**config.mk**
```make
export PLATFORM = sky130hd
export DESIGN_NAME = mem_fpga_arbiter
export DESIGN_NICKNAME = d
export VERILOG_FILES = /design/src/rtl/mem_fpga_arbiter.sv
export SDC_FILE = /design/constraint.sdc
export NUM_CORES = 1
export LEC_CHECK = 0
export CORE_UTILIZATION = 39
export DETAILED_ROUTE_END_ITERATION = 10
export PLACE_DENSITY = 0.86
export SLEW_MARGIN = 10
export SYNTH_ARGS = -nofsm -noshare
export SYNTH_HDL_FRONTEND = slang
export SYNTH_SLANG_ARGS = --single-unit
```
**constraint.sdc**
```tcl
create_clock -name clk_clk -period 3.73 [get_ports clk_clk]
set_input_delay 0.746 -clock clk_clk [delete_from_list [all_inputs] [get_ports clk_clk]]
set_output_delay 0.746 -clock clk_clk [all_outputs]
set_load 0.05 [all_outputs]
```
**src/rtl/mem_fpga_arbiter.sv**
```systemverilog
// Two-requester round-robin arbiter in front of a single-port on-chip RAM with a fixed read latency.
// Optional grant/conflict statistics are built in when MEM_ARB_STATS_EN is defined.
module mem_fpga_arbiter #(
    parameter int READ_LATENCY = 2
) (
    input  logic        clk_clk,
    input  logic        reset_reset_n,

    input  logic        r0_req,
    input  logic        r0_write,
    input  logic [9:0]  r0_addr,
    input  logic [31:0] r0_wdata,
    input  logic [3:0]  r0_be,
    output logic        r0_gnt,
    output logic        r0_rvalid,
    output logic [31:0] r0_rdata,

    input  logic        r1_req,
    input  logic        r1_write,
    input  logic [9:0]  r1_addr,
    input  logic [31:0] r1_wdata,
    input  logic [3:0]  r1_be,
    output logic        r1_gnt,
    output logic        r1_rvalid,
    output logic [31:0] r1_rdata,

    output logic [9:0]  mem_address,
    output logic        mem_chipselect,
    output logic        mem_clken,
    output logic        mem_write,
    output logic [31:0] mem_writedata,
    output logic [3:0]  mem_byteenable,
`ifdef MEM_ARB_STATS_EN
    input  logic        stat_clr,
    output logic [15:0] stat_gnt0,
    output logic [15:0] stat_gnt1,
    output logic [15:0] stat_conflict,
`endif
    input  logic [31:0] mem_readdata
);

    // last_grant_r: 1'b1 means r1 was granted most recently, so r0 wins the next contention
    logic                    last_grant_r;
    logic                    gnt0_s;
    logic                    gnt1_s;
    logic                    gnt_any_s;
    logic                    sel_write_s;
    logic [9:0]              sel_addr_s;
    logic [31:0]             sel_wdata_s;
    logic [3:0]              sel_be_s;

    logic [9:0]              mem_address_r;
    logic                    mem_chipselect_r;
    logic                    mem_write_r;
    logic [31:0]             mem_writedata_r;
    logic [3:0]              mem_byteenable_r;

    logic [READ_LATENCY-1:0] tag_valid_r;
    logic [READ_LATENCY-1:0] tag_owner_r;
    logic                    r0_rvalid_r;
    logic                    r1_rvalid_r;

    // Round-robin grant decision; nothing is granted while reset is held
    always_comb begin
        gnt0_s = 1'b0;
        gnt1_s = 1'b0;
        if (!reset_reset_n) begin
            gnt0_s = 1'b0;
            gnt1_s = 1'b0;
        end else if (r0_req && r1_req) begin
            if (last_grant_r) begin
                gnt0_s = 1'b1;
            end else begin
                gnt1_s = 1'b1;
            end
        end else if (r0_req) begin
            gnt0_s = 1'b1;
        end else if (r1_req) begin
            gnt1_s = 1'b1;
        end else begin
            gnt0_s = 1'b0;
            gnt1_s = 1'b0;
        end
    end

    // Select the command fields of the granted requester
    always_comb begin
        sel_write_s = 1'b0;
        sel_addr_s  = 10'd0;
        sel_wdata_s = 32'd0;
        sel_be_s    = 4'd0;
        if (gnt1_s) begin
            sel_write_s = r1_write;
            sel_addr_s  = r1_addr;
            sel_wdata_s = r1_wdata;
            sel_be_s    = r1_be;
        end else begin
            sel_write_s = r0_write;
            sel_addr_s  = r0_addr;
            sel_wdata_s = r0_wdata;
            sel_be_s    = r0_be;
        end
    end

    assign gnt_any_s = gnt0_s | gnt1_s;

    // Remember who was granted last; idle cycles leave it untouched
    always_ff @(posedge clk_clk or negedge reset_reset_n) begin
        if (!reset_reset_n) begin
            last_grant_r <= 1'b1;
        end else if (gnt_any_s) begin
            last_grant_r <= gnt1_s;
        end else begin
            last_grant_r <= last_grant_r;
        end
    end

    // RAM command register; address/data/enables hold when idle
    always_ff @(posedge clk_clk or negedge reset_reset_n) begin
        if (!reset_reset_n) begin
            mem_address_r    <= 10'd0;
            mem_chipselect_r <= 1'b0;
            mem_write_r      <= 1'b0;
            mem_writedata_r  <= 32'd0;
            mem_byteenable_r <= 4'd0;
        end else if (gnt_any_s) begin
            mem_address_r    <= sel_addr_s;
            mem_chipselect_r <= 1'b1;
            mem_write_r      <= sel_write_s;
            mem_writedata_r  <= sel_wdata_s;
            mem_byteenable_r <= sel_be_s;
        end else begin
            mem_chipselect_r <= 1'b0;
            mem_write_r      <= 1'b0;
        end
    end

    // Owner tag pipeline: stage 0 lines up with the chipselect cycle, the rvalid register adds the last cycle
    always_ff @(posedge clk_clk or negedge reset_reset_n) begin
        if (!reset_reset_n) begin
            tag_valid_r <= '0;
            tag_owner_r <= '0;
            r0_rvalid_r <= 1'b0;
            r1_rvalid_r <= 1'b0;
        end else begin
            tag_valid_r[0] <= gnt_any_s & ~sel_write_s;
            tag_owner_r[0] <= gnt1_s;
            for (int i = 1; i < READ_LATENCY; i++) begin
                tag_valid_r[i] <= tag_valid_r[i-1];
                tag_owner_r[i] <= tag_owner_r[i-1];
            end
            r0_rvalid_r <= tag_valid_r[READ_LATENCY-1] & ~tag_owner_r[READ_LATENCY-1];
            r1_rvalid_r <= tag_valid_r[READ_LATENCY-1] &  tag_owner_r[READ_LATENCY-1];
        end
    end

`ifdef MEM_ARB_STATS_EN
    logic [15:0] stat_gnt0_r;
    logic [15:0] stat_gnt1_r;
    logic [15:0] stat_conflict_r;

    function automatic logic [15:0] sat_inc(input logic [15:0] value);
        sat_inc = (value == 16'hFFFF) ? value : value + 16'd1;
    endfunction

    // Saturating statistics counters with synchronous clear
    always_ff @(posedge clk_clk or negedge reset_reset_n) begin
        if (!reset_reset_n) begin
            stat_gnt0_r     <= 16'd0;
            stat_gnt1_r     <= 16'd0;
            stat_conflict_r <= 16'd0;
        end else if (stat_clr) begin
            stat_gnt0_r     <= 16'd0;
            stat_gnt1_r     <= 16'd0;
            stat_conflict_r <= 16'd0;
        end else begin
            stat_gnt0_r     <= gnt0_s ? sat_inc(stat_gnt0_r) : stat_gnt0_r;
            stat_gnt1_r     <= gnt1_s ? sat_inc(stat_gnt1_r) : stat_gnt1_r;
            stat_conflict_r <= (r0_req && r1_req) ? sat_inc(stat_conflict_r) : stat_conflict_r;
        end
    end

    assign stat_gnt0     = stat_gnt0_r;
    assign stat_gnt1     = stat_gnt1_r;
    assign stat_conflict = stat_conflict_r;
`endif

    assign r0_gnt         = gnt0_s;
    assign r1_gnt         = gnt1_s;
    assign r0_rvalid      = r0_rvalid_r;
    assign r1_rvalid      = r1_rvalid_r;
    assign r0_rdata       = mem_readdata;
    assign r1_rdata       = mem_readdata;
    assign mem_address    = mem_address_r;
    assign mem_chipselect = mem_chipselect_r;
    assign mem_write      = mem_write_r;
    assign mem_writedata  = mem_writedata_r;
    assign mem_byteenable = mem_byteenable_r;
    // Clock enable follows the reset pin directly so it is high for every cycle out of reset
    assign mem_clken      = reset_reset_n;

endmodule
```
# Word-level counts from Yosys, hierarchy flattened
# Cells that the tools add are included.
# word_totals
wordCells,32
ram_bits,0
n_memories,0
romBits,0
register_bits,55
out_inout_bits,117
latch_bits,0
# op_classes
div,0
n_addsub,0
eq_ne,0
n_lt_le_gt_ge,0
n_bitwise,6
n_mux,15
reduce_logical,1
n_mul,0
shift,0
# ops
op,count
32-bit 2-to-1 mux,1
1-bit 2-to-1 mux,12
10-bit 2-to-1 mux,1
4-bit 2-to-1 mux,1
1-bit bitwise AND,3
1-bit inverter,2
1-bit logical AND,1
1-bit OR,1

# Longest topological paths before layout
# logic_depth
ltp_word,7
mapped_depth,5
mapped_depth_nobuf,3

# Least setup slack after synthesis
# No wires, ideal clock.
# synth_path
path_kind,input to output
startpoint,input port reset_reset_n
endpoint,output port r1_gnt
slack_ps,1209
required_time_ps,2984
stages,4
arrival_time_ps,1775
cell_sequence,nand2_2 buf_6 buf_4 nor2_1
# synth_via
elab_chain_len,1
# synth_lines
element,line,source
from (decl),7,"input logic reset_reset_n,"
1-bit 2-to-1 mux,67,if (!reset_reset_n) begin
to (decl),23,"output logic r1_gnt,"
# Every way passes these cells.

# Worst setup path after layout
# layout_path
startpoint,input port r0_req
endpoint,output port r0_gnt
# layout_via
elab_chain_len,3
elab_cells_between_ends,4
# layout_lines
element,line,source
from (decl),9,"input logic r0_req,"
1-bit 2-to-1 mux or 1-bit logical AND (tied branches),"76, 70",
1-bit 2-to-1 mux (*),70,end else if (r0_req && r1_req) begin
1-bit 2-to-1 mux (*),67,
to (decl),14,"output logic r0_gnt,"
# Every way passes the cells marked *; elsewhere a longest branch is shown, timed or not.

==> impl_metrics.toml <==
[status]
status = "finished with violations"
violations = "design-rule violations"

[cells_and_area]
fillers = 772
area_growth_syn_to_layout_pct = 29.4
layout_commonest_cell = "clkdlybuf4s50_1"
antennaDiodeCount = 0
drive_above_1_share_pct = 15.0
layout.nets = 548
final_cell_mix = "clkdlybuf4s50_1 (147), dfrtp_1 (54), nor2_1 (47), o2111ai_1 (47), a31oi_2 (38)"

[routing]
routedWlPerCell_um = 20.7
top_layer = "met4"
vias = 3058
routed_wl_um = 10900
drc = 22
m1WireLength_um = 4230
drtIter0Drc = 179
wl_met2_um = 5730
drtAntennaViolNets = 0
viasPerCell = 5.80
drtPass1Iterations = 8
dr_wl_met3_um = 805

[timing]
hold_viol_final = 0
maxSlewViolCount = 0
tns_ns = 0
finClkSkew_ns = 0.00567
fmax_ghz = 0.328
rsz0062_at_grt = "false"
setup_viol = 0
finalWorstPathRequiredPeriod_ns = 3.05
worstMarginPinSlew_ns = 0.882
period_share_pct = 81.7
slew_headroom_pct = 41.1

[pwr]
combPwrFrac_pct = 42.6
vdd_drop_max_v = 0.000235
power_w = 0.00187
p_switching_w = 0.000756
p_seq_share_pct = 38.2
pwr-share-clk_pct = 19.2
p_sw_share_pct = 40.5
power.leakage_nw = 1.61
internal_power_w = 0.00111
power_density_nw_per_um2 = 405

[cts]
cts_resized = 0
tritoncts = "built"
h-tree-depth = 2
clockBufferDepth = 2
cts_setup_buffers = 0
hold_buffers = 0
cts_root_buffer = "clkbuf_8"
clock-sinks = 55
numCtsBuffers = 5
clk_latency_ns = 0.31
clk_pin_slew_ns = 0.11

[die]
die_w_um = 97.6
boundaryPins = 247
rows = 34
coreArea_um2 = 8810
initial_core_util_pct = 40.5
die_h_um = 97.6
die-area_um2 = 9530

[worst_setup_path]
reg2reg_from = "last_grant_r$_DFFE_PN1P_"
required_ns = 2.98
r2r_slack_ns = 2.05
crit_fanout = 4
r2r_end = "mem_writedata[10]$_DFFE_PN0P_"
criticalPathCategory = "input pin to output pin"
end_kind = "output pin"
crit_end = "r0_gnt"
startpoint = "r0_req"
critPathLaunchType = "input pin"
critPathArrivalTime_ns = 2.30
worst_r2r_path_depth = 4

[hold_path]
hp-class = "register to register"

[global_routing]
grt_start_max_net_pins = 60
grt_pass1_vias = 3091
antenna_found_initial = 0
grt_pass1_wl_um = 17200
overflow = 0
grtUsageTotal_pct = 22.5

[logic_synthesis]
ys_seq_elements = 55
synth-main-ff-cell = "dfrtp_1"
synth_top_cell_area_share_pct = 37.9
seq_area_frac_synth_pct = 38.6
ys_warn_count = 0
syn-cell-area_um2 = 3570
postSynthCellCount = 360
syn_avg_cell_area_um2 = 9.91
synth_edf_count = 0
synth_cell_types = 23
ys_async_sr_fraction_pct = 100
synthTopCellsByArea = "dfrtp_1 (38%), buf_4 (15%), a31oi_2 (13%), o2111ai_1 (12%), nor2_1 (4.9%)"
syn-num-nets = 490
synth_top_area_cell = "dfrtp_1"

[placement]
place_hpwl_um = 7370
port_buffers = 150
gp_congestion = 0.784

[run]
max_cap_viol_count = 0
[layout make-up]
| type | instances | area (um^2) | share of cell area (%) |
|---|---|---|---|
| timing repair buffer | 157 | 1570 | 34.0 |
| multi-input combinational | 197 | 1430 | 30.9 |
| sequential | 55 | 1380 | 29.9 |
| tap | 108 | 135 | 2.93 |
| clock buffer | 5 | 68.8 | 1.49 |
| clock inverter | 3 | 28.8 | 0.624 |
| inverter | 2 | 7.51 | 0.163 |
[power by group through the flow]
stage / Clock (W) / Combinational (W) / Sequential [W]
after floorplan: 0 / 0.000418 / 0.000981
after global placement: 0 / 0.000784 / 0.000724
after detailed placement: 0 / 0.000795 / 0.000726
after CTS: 0.000368 / 0.000797 / 0.000715
after global routing: 0.000396 / 0.000832 / 0.000724
final: 0.000359 / 0.000795 / 0.000714
[synth_stat cells, types with 2 or more instances]
library cell	instances
nor2_1	47
a31oi_1	8
o21ai_1	13
o21ai_0	34
buf_4	69
buf_6	11
clkbuf_1	8
o2111ai_1	47
inv_2	2
a31oi_2	38
dfrtp_1	54
buf_2	18
[sequential cells by signal (all words and copies together) (netlist names)]
register / count
last_grant_r: 1
mem_address: 10
mem_byteenable: 4
mem_chipselect: 1
mem_write: 1
mem_writedata: 32
r0_rvalid: 1
r1_rvalid: 1
tag_owner_r: 2
tag_valid_r: 2
[worst max-delay path: stages]
cell and delay, ns:
clkdlybuf4s50_1 0.56, nand2_1 0.07, a21oi_1 0.11, clkdlybuf4s50_1 0.81
[metal layers]
layer	vias up	global-route usage, %
li1	1386	-
met1	1495	27.0
met2	159	40.2
met3	18	5.25
met4	0	6.18
met5	-	0
[stage by stage]
stage / setup slack, ns / std cells / util (%) / hold WS, ns / area (um^2)
floorplan: 1.21 / 360 / - / 0.331 / 3570
global placement: 0.682 / 519 / 51.3 / 0.334 / 4520
detailed placement: 0.696 / 519 / 51.3 / 0.340 / 4520
CTS: 0.681 / 527 / 52.4 / 0.367 / 4610
global route: 0.587 / 527 / 52.4 / 0.371 / 4610
finish: 0.684 / 527 / 52.4 / 0.363 / 4610
[logic make-up after synthesis]
group | after synthesis | share of synthesized area (%)
flip-flops | 55 | 38.6
buffers and inverters | 108 | 21.6
AO/OA/AOI/OAI | 144 | 33.8
AND/OR/NAND/NOR | 53 | 6.00
[worst min-delay path by stage]
| stage | from | to | depth (start not counted) |
|---|---|---|---|
| 3_5_place_dp | tag_owner_r[0]$_DFF_PN0_ | tag_owner_r[1]$_DFF_PN0_ | 0 |
| 6_report | tag_owner_r[0]$_DFF_PN0_ | tag_owner_r[1]$_DFF_PN0_ | 0 |
| 2_1_floorplan | tag_owner_r[0]$_DFF_PN0_ | tag_owner_r[1]$_DFF_PN0_ | 0 |
| 5_1_grt | tag_owner_r[0]$_DFF_PN0_ | tag_owner_r[1]$_DFF_PN0_ | 0 |
| 3_3_place_gp | tag_valid_r[0]$_DFF_PN0_ | tag_valid_r[1]$_DFF_PN0_ | 0 |
| 4_1_cts | tag_owner_r[0]$_DFF_PN0_ | tag_owner_r[1]$_DFF_PN0_ | 0 |
No activity file was read; power rests on OpenSTA's default activity.
